`config.mk`:
```
export PLATFORM = sky130hd
export DESIGN_NAME = div_iter_unit_flat
export DESIGN_NICKNAME = d
export VERILOG_FILES = /design/src/rtl/div_iter_unit_if.sv /design/src/rtl/div_iter_unit.sv /design/src/flat_wrapper.sv
export SDC_FILE = /design/constraint.sdc
export NUM_CORES = 1
export LEC_CHECK = 0
export CORE_UTILIZATION = 59
export CTS_BUF_LIST = sky130_fd_sc_hd__clkbuf_8 sky130_fd_sc_hd__clkbuf_16
export CTS_CLUSTER_DIAMETER = 80
export DETAILED_ROUTE_END_ITERATION = 8
export HOLD_SLACK_MARGIN = 0.03
export PLACE_DENSITY = 0.86
export SYNTH_ARGS = -nofsm -noshare
export SYNTH_HDL_FRONTEND = slang
export SYNTH_SLANG_ARGS = --single-unit
```
`constraint.sdc`:
```
create_clock -name clk -period 6.7 [get_ports clk]
set_input_delay 0.67 -clock clk [delete_from_list [all_inputs] [get_ports clk]]
set_output_delay 0.67 -clock clk [all_outputs]
set_load 0.02 [all_outputs]
```
`src/rtl/div_iter_unit_if.sv`:
```
// div_iter_unit_if: request/response bundle between the EX-stage issuer and the iterative divider
// master: drives div_en, a, b, signed_op, rem_op, cancel; receives result, ready, stallreq_for_div
// slave:  the divider side of the same signals
interface div_iter_unit_if #(parameter int XLEN = 32) ();
    logic            div_en;
    logic [XLEN-1:0] a;
    logic [XLEN-1:0] b;
    logic            signed_op;
    logic            rem_op;
    logic            cancel;
    logic [XLEN-1:0] result;
    logic            ready;
    logic            stallreq_for_div;
    modport master (
        output div_en, a, b, signed_op, rem_op, cancel,
        input  result, ready, stallreq_for_div
    );
    modport slave (
        input  div_en, a, b, signed_op, rem_op, cancel,
        output result, ready, stallreq_for_div
    );
endinterface

```
`src/rtl/div_iter_unit.sv`:
```
// div_iter_unit: iterative radix-2 restoring divider for RISC-V DIV/DIVU/REM/REMU
// clk, rst        : clock, synchronous active-high reset
// bus.div_en/a/b  : start pulse and operands (sampled only in IDLE)
// bus.signed_op   : signed operation; bus.rem_op: return remainder instead of quotient
// bus.cancel      : pipeline flush, aborts to IDLE without a result
// bus.result      : registered result; bus.ready: one-cycle valid pulse
// bus.stallreq_for_div : pipeline stall request while the divide is in flight
module div_iter_unit #(
    parameter int XLEN = 32
) (
    input logic           clk,
    input logic           rst,
    div_iter_unit_if.slave bus
);
    localparam int CW = $clog2(XLEN);
    typedef enum logic [1:0] {IDLE, RUN, DONE} state_t;
    state_t          state, state_nx;
    logic [XLEN-1:0] rem, quo, dmag, res_r;
    logic [CW-1:0]   count;
    logic            sgn, remsel, a_neg, b_neg;
    logic            start, ovf, special, last;
    logic [XLEN-1:0] a_mag, b_mag, spec_res, rem_nx, quo_nx, q_fix, r_fix;
    logic [XLEN:0]   trial;
    always_comb begin
        start    = state == IDLE && bus.div_en && !bus.cancel;
        ovf      = bus.signed_op && bus.a == {1'b1, {(XLEN-1){1'b0}}} && bus.b == '1;
        special  = bus.b == '0 || ovf;
        a_mag    = (bus.signed_op && bus.a[XLEN-1]) ? -bus.a : bus.a;
        b_mag    = (bus.signed_op && bus.b[XLEN-1]) ? -bus.b : bus.b;
        spec_res = bus.b == '0 ? (bus.rem_op ? bus.a : '1)
                               : (bus.rem_op ? '0 : {1'b1, {(XLEN-1){1'b0}}});
        // {rem, quo} shifted left: the bit leaving quo enters the partial remainder
        trial    = {rem, quo[XLEN-1]} - {1'b0, dmag};
        rem_nx   = trial[XLEN] ? {rem[XLEN-2:0], quo[XLEN-1]} : trial[XLEN-1:0];
        quo_nx   = {quo[XLEN-2:0], !trial[XLEN]};
        q_fix    = (sgn && (a_neg ^ b_neg)) ? -quo_nx : quo_nx;
        r_fix    = (sgn && a_neg) ? -rem_nx : rem_nx;
        last     = count == CW'(XLEN-1);
        state_nx = bus.cancel     ? IDLE :
                   state == IDLE  ? (start ? (special ? DONE : RUN) : IDLE) :
                   state == RUN   ? (last ? DONE : RUN) : IDLE;
        bus.ready            = state == DONE && !bus.cancel;
        bus.stallreq_for_div = start || (state == RUN && !bus.cancel);
        bus.result           = res_r;
    end
    always_ff @(posedge clk) begin
        if (rst) state <= IDLE;
        else     state <= state_nx;
    end
    always_ff @(posedge clk) begin
        if (rst) begin
            rem    <= '0;
            quo    <= '0;
            dmag   <= '0;
            res_r  <= '0;
            count  <= '0;
            sgn    <= 1'b0;
            remsel <= 1'b0;
            a_neg  <= 1'b0;
            b_neg  <= 1'b0;
        end else if (start) begin
            sgn    <= bus.signed_op;
            remsel <= bus.rem_op;
            a_neg  <= bus.signed_op && bus.a[XLEN-1];
            b_neg  <= bus.signed_op && bus.b[XLEN-1];
            rem    <= '0;
            quo    <= a_mag;
            dmag   <= b_mag;
            count  <= '0;
            if (special) res_r <= spec_res;
        end else if (state == RUN && !bus.cancel) begin
            rem   <= rem_nx;
            quo   <= quo_nx;
            count <= count + 1'b1;
            if (last) res_r <= remsel ? r_fix : q_fix;
        end
    end
endmodule

```
`src/flat_wrapper.sv`:
```
// flat-port wrapper written by rule: the top's interface ports become plain ports
module div_iter_unit_flat 
#(
    parameter int XLEN = 32
)
  (clk, rst, bus_div_en, bus_a, bus_b, bus_signed_op, bus_rem_op, bus_cancel, bus_result, bus_ready, bus_stallreq_for_div);
  div_iter_unit_if #(.XLEN(XLEN)) bus_i ();
  input logic clk;
  input logic rst;
  input wire logic [$bits(bus_i.div_en)-1:0] bus_div_en;
  input wire logic [$bits(bus_i.a)-1:0] bus_a;
  input wire logic [$bits(bus_i.b)-1:0] bus_b;
  input wire logic [$bits(bus_i.signed_op)-1:0] bus_signed_op;
  input wire logic [$bits(bus_i.rem_op)-1:0] bus_rem_op;
  input wire logic [$bits(bus_i.cancel)-1:0] bus_cancel;
  output wire logic [$bits(bus_i.result)-1:0] bus_result;
  output wire logic [$bits(bus_i.ready)-1:0] bus_ready;
  output wire logic [$bits(bus_i.stallreq_for_div)-1:0] bus_stallreq_for_div;
  assign bus_i.div_en = bus_div_en;
  assign bus_i.a = bus_a;
  assign bus_i.b = bus_b;
  assign bus_i.signed_op = bus_signed_op;
  assign bus_i.rem_op = bus_rem_op;
  assign bus_i.cancel = bus_cancel;
  assign bus_result = bus_i.result;
  assign bus_ready = bus_i.ready;
  assign bus_stallreq_for_div = bus_i.stallreq_for_div;
  div_iter_unit #(.XLEN(XLEN)) u_core (.clk(clk), .rst(rst), .bus(bus_i));
endmodule
```
After elaboration in Yosys (flattened, before gate mapping) --
Cells that the tools add are included.
Storage, ports and cells: register bits after elaboration 139, logic and storage cells 64
Operators by class: mux-type cells 20, eq/ne operators 6, bitwise operators 1, reduce and logical (&&, ||, !) cells 21, add/subtract/negate cells 6
Operators by type and width (number):
- 2-to-1 mux 32 bit | 15
- negator 32 bit | 4
- == test 32 bit (second input constant) | 2
- subtractor 33 x 32 -> 33 bit | 1
- zero test 32 bit | 1
- logical AND 1 bit | 10
- 2-to-1 mux 2 bit | 5
- adder 5 x 1 -> 5 bit (second input constant) | 1
- == test 5 bit (second input constant) | 1
- nonzero test 2 bit | 2
- OR reduction 2 bit | 2
- AND reduction 3 bit | 1
- == test 2 x 1 -> 1 bit (second input constant) | 1
- == test 2 bit (second input constant) | 1
- zero test 1 bit | 2
- zero test 2 bit | 1
- logical OR 1 bit | 2
- inequality test 2 bit (second input constant) | 1
- bitwise XOR 1 bit | 1

Longest topological paths before layout --
depth after elaboration 8, mapped depth 25

Least setup slack after synthesis --
OpenSTA, ideal clock, no wires.
path kind reg2reg, start point reg u_core.quo[31], end point reg u_core.res_r[22] (netlist: u_core.bus.result[22]), data arrival time 4.887 ns, path slack 1.696 ns, data required time 6.583 ns, path buffers 2, stages on the path, launching flop included 23, cell sequence dfxtp_1 inv_1 ha_1 inv_1 fa_1 a211oi_4 o211ai_2 and2_1 o2111a_1 a211oi_4 clkbuf_1 buf_2 mux2i_1 ha_1 inv_1 a2111oi_0 o2111ai_1 mux2_2 a21o_1 nor4_2 mux2i_1 o21ai_1 a22o_1
Between the ends: longest elaborated chain between the ends 8, elaborated cells on any way between the ends 11
Ends and longest elaborated chain:
- start, declared | RTL line div_iter_unit.sv:18 | logic [XLEN-1:0] rem, quo, dmag, res_r;
- start signal, assigned | RTL line div_iter_unit.sv:67 | quo <= a_mag;
- start signal, assigned | RTL line div_iter_unit.sv:73 | quo <= quo_nx;
- subtractor 33 x 32 -> 33 bit | RTL line div_iter_unit.sv:33 | trial = {rem, quo[XLEN-1]} - {1'b0, dmag};
- 2-to-1 mux 32 bit or zero test 1 bit (tied branches) | RTL line div_iter_unit.sv:34, div_iter_unit.sv:35
- negator 32 bit (on tied branches) | RTL line div_iter_unit.sv:37, div_iter_unit.sv:36
- 2-to-1 mux 32 bit (on tied branches) | RTL line div_iter_unit.sv:37, div_iter_unit.sv:36
- 2-to-1 mux 32 bit (*) (2 in a row) | RTL line div_iter_unit.sv:75 | if (last) res_r <= remsel ? r_fix : q_fix;
- 2-to-1 mux 32 bit (*) | RTL line div_iter_unit.sv:71 | end else if (state == RUN && !bus.cancel) begin
- 2-to-1 mux 32 bit (*) | RTL line div_iter_unit.sv:61 | end else if (start) begin
- end signal, assigned | RTL line div_iter_unit.sv:70 | if (special) res_r <= spec_res;
- end signal, assigned | RTL line div_iter_unit.sv:75
- end, declared | RTL line div_iter_unit.sv:18
Every way passes the cells marked *; elsewhere a longest branch is shown, timed or not. The select of a mux whose other input is x is not followed. A chain may end at the register's enable or synchronous reset.

Final worst setup path --
Same ends and word-level chain as after synthesis.

==> impl_metrics.py <==
metrics = {
    "status": {
        "outcome": "finished, final reports clean",
    },
    "setup_path": {
        "critPathArrivalTime_ns": 5.70,
        "critPathRequiredTime_ns": 7.03,
        "end_kind": "flop",
        "startpoint_type": "flop",
        "crit_fanout": 39,
        "worstSetupPathType": "flop to flop",
    },
    "sta": {
        "slew_viol_final": 0,
        "rsz0062_at_grt": "false",
        "fmax_ghz": 0.186,
        "tns_ns": 0,
        "fin_skew_ns": 0.00851,
        "tightest_slew_ns": 1.11,
        "post-route-period-util_pct": 80.1,
        "hold_violations": 0,
        "relSlewSlack_pct": 25.8,
        "min_period_ns": 5.36,
        "setup_viol": 0,
    },
    "place": {
        "hpwlAfterDp_mm": 27.6,
        "globalplace.congestion": 1.03,
        "place_inst": 1800,
        "io_buffers": 103,
    },
    "hold_path": {
        "min-delay-path-class": "flop to flop",
    },
    "cells_and_area": {
        "drive_above_1_share_pct": 4.94,
        "area_delta_synth_final_pct": 15.3,
        "final_cell_mix": "nor2_1 (222), nand2_1 (145), a21oi_1 (143), dfxtp_1 (139), clkdlybuf4s50_1 (102)",
        "final_common_cell": "nor2_1",
        "fin_nets": 1695,
        "fin_cells": 1832,
        "post-route-util_pct": 69.3,
        "insertedDiodeCount": 0,
    },
    "run": {
        "max_cap_viol_count": 0,
    },
    "synth": {
        "synth_nets": 1658,
        "synth_edf_count": 0,
        "synth_seq_cells": 139,
        "syn_area_per_cell_um2": 7.24,
        "yosysTopAreaCellShare_pct": 24.8,
        "synth_area_um2": 11200,
        "synth_cell_types": 81,
        "async_flop_share_pct": 0,
        "yosysTopAreaCell": "dfxtp_1",
        "yosysWarnings": 0,
        "synth_area_leaders": "dfxtp_1 (25%), nor2_1 (7.5%), a21oi_1 (6.4%)",
        "yosysSeqAreaShare_pct": 24.8,
        "synth-main-ff-cell": "dfxtp_1",
        "syn_inst": 1548,
    },
    "pwr": {
        "irDropWorstVdd_mv": 0.214,
        "p_leak_nw": 4.65,
        "cellPowerDensity_nw_per_um2": 253,
    },
    "clock_network": {
        "root_buffer": "clkbuf_16",
        "hold_buffers": 0,
        "cts_buffers": 17,
        "cts_tree": "done",
        "insertion_delay_ns": 0.44,
        "cts_setup_buffers": 0,
        "cts_resized": 0,
        "clk_pin_slew_ns": 0.07,
        "cts.path.max_buffers": 2,
        "cts.htree.levels": 4,
        "clkSinkCount": 139,
    },
    "route": {
        "num_vias": 12200,
        "drc": 0,
        "viasPerCell": 6.66,
        "wire_per_inst_um": 20.4,
        "drt_pass1_iterations": 6,
        "ant_nets": 0,
        "wl_mm": 37.4,
        "drt_iter0_drc": 1408,
    },
    "grt": {
        "overflow": 0,
        "antenna_found_initial": 0,
        "grt_pass1_wl_mm": 58.8,
        "grt_pass1_vias": 11000,
        "grt_max_degree": 96,
        "grt_usage_pct": 38.1,
    },
    "floorplanning": {
        "dieArea_um2": 19500,
        "start_util_pct": 60.1,
        "io_pins": 104,
        "core_um2": 18600,
        "die_y_um": 140,
        "std_cell_rows": 50,
        "die_w_um": 140,
    },
}
## final timing paths
kind                                      startpoint                                 end  slack (ns)  cells past startpoint
setup / recovery         u_core.quo[31]$_SDFFE_PP0P_  u_core.bus.result[22]$_SDFFE_PP0P_        1.34                     23
hold / removal    u_core.bus.result[10]$_SDFFE_PP0P_  u_core.bus.result[10]$_SDFFE_PP0P_        0.46                      2
hold reg to reg   u_core.bus.result[10]$_SDFFE_PP0P_  u_core.bus.result[10]$_SDFFE_PP0P_        0.46                      2
setup reg to reg         u_core.quo[31]$_SDFFE_PP0P_  u_core.bus.result[22]$_SDFFE_PP0P_        1.34                     23
## routing by layer
layer / up-vias / part of all wire (%) / global-route usage, %
met5: - / 0.075 / 0
li1: 5705 / - / -
met3: 142 / 10 / 8.64
met2: 721 / 43 / 58.7
met4: 2 / 4.7 / 18.7
met1: 5631 / 42 / 50.2
## cells by family after synthesis
family,synth area share [%]
AOI/OAI and AO/OA,28.5
xor gates and xnor gates,10.7
adders and majority gates,4.53
and+or+nand+nor,23.7
buffers and inverters,5.18
DFF,24.8
muxes,2.55
## sequential cells by signal, summed over array words and instances (netlist names)
name / count
u_core.state: 2
u_core.rem: 32
u_core.b_neg: 1
u_core.count: 5
u_core.sgn: 1
u_core.bus.result: 32
u_core.a_neg: 1
u_core.remsel: 1
u_core.quo: 32
u_core.dmag: 32
## through the flow
stage	cell area (um^2)	power (mW)	hold slack [ns]	setup slack, ns
after global placement	12300	2.13	0.439	1.65
final	12900	3.27	0.464	1.34
after global routing	12900	3.41	0.483	0.926
after floorplan	11200	1.81	0.432	1.70
after CTS	12900	3.23	0.461	1.45
after detailed placement	12300	2.15	0.446	1.48
## worst max-delay path, stage by stage (launching register included)
cell and delay, ns:
dfxtp_1 0.37, inv_1 0.08, ha_1 0.16, inv_1 0.06
fa_1 0.45, a211oi_4 0.29, o211ai_2 0.16, and2_1 0.21
o211ai_1 0.28, a211oi_4 0.16, inv_2 0.08, buf_4 0.34
o21ai_0 0.21, inv_1 0.10, ha_1 0.27, inv_1 0.06
a2111oi_0 0.42, o2111ai_1 0.16, mux2_2 0.32, a21o_1 0.29
nor4_2 0.24, mux2i_1 0.25, o21ai_1 0.08, a22o_1 0.20
## cells in the mapped netlist, types with 4 or more instances
cell and instances:
and4_1 4, xnor2_1 65, nor3_1 43, nor2b_1 6, nor4_1 18, nand2_1 145, a31oi_1 15, ha_1 39
mux2i_1 24, or3_1 24, nor3b_1 9, xor2_1 72, o21ai_1 25, or2_2 5, and2_1 10, nand4_1 15
inv_1 50, a211oi_1 88, mux2_2 4, and3_1 9, o211ai_1 9, clkbuf_1 74, a311oi_1 7, a221oi_1 5
o21ai_0 81, nand2b_1 8, o31ai_1 18, a21o_1 12, nand3_1 18, o21a_1 11, nor2_1 223, or4_1 14
a21oi_1 143, dfxtp_1 139, buf_2 20, o41ai_1 7, o221ai_1 19
## report_power, final
group          internal [mW]  switching, mW  total (mW)  leakage [nW]
registers              0.862         0.0432       0.905          1.13
clock network          0.681          0.409        1.09         0.328
logic                  0.453          0.822        1.28          3.19
## area by class of cell
type,count,area [um^2]
clock buffers,18,439
inverters,51,191
flip-flops and latches,139,2780
well taps,234,293
repair buffers,115,1120
clock inverters,14,231
multi-input cells,1261,7870
fillers,1576,5720
No activity file was read; power rests on OpenSTA's default activity.
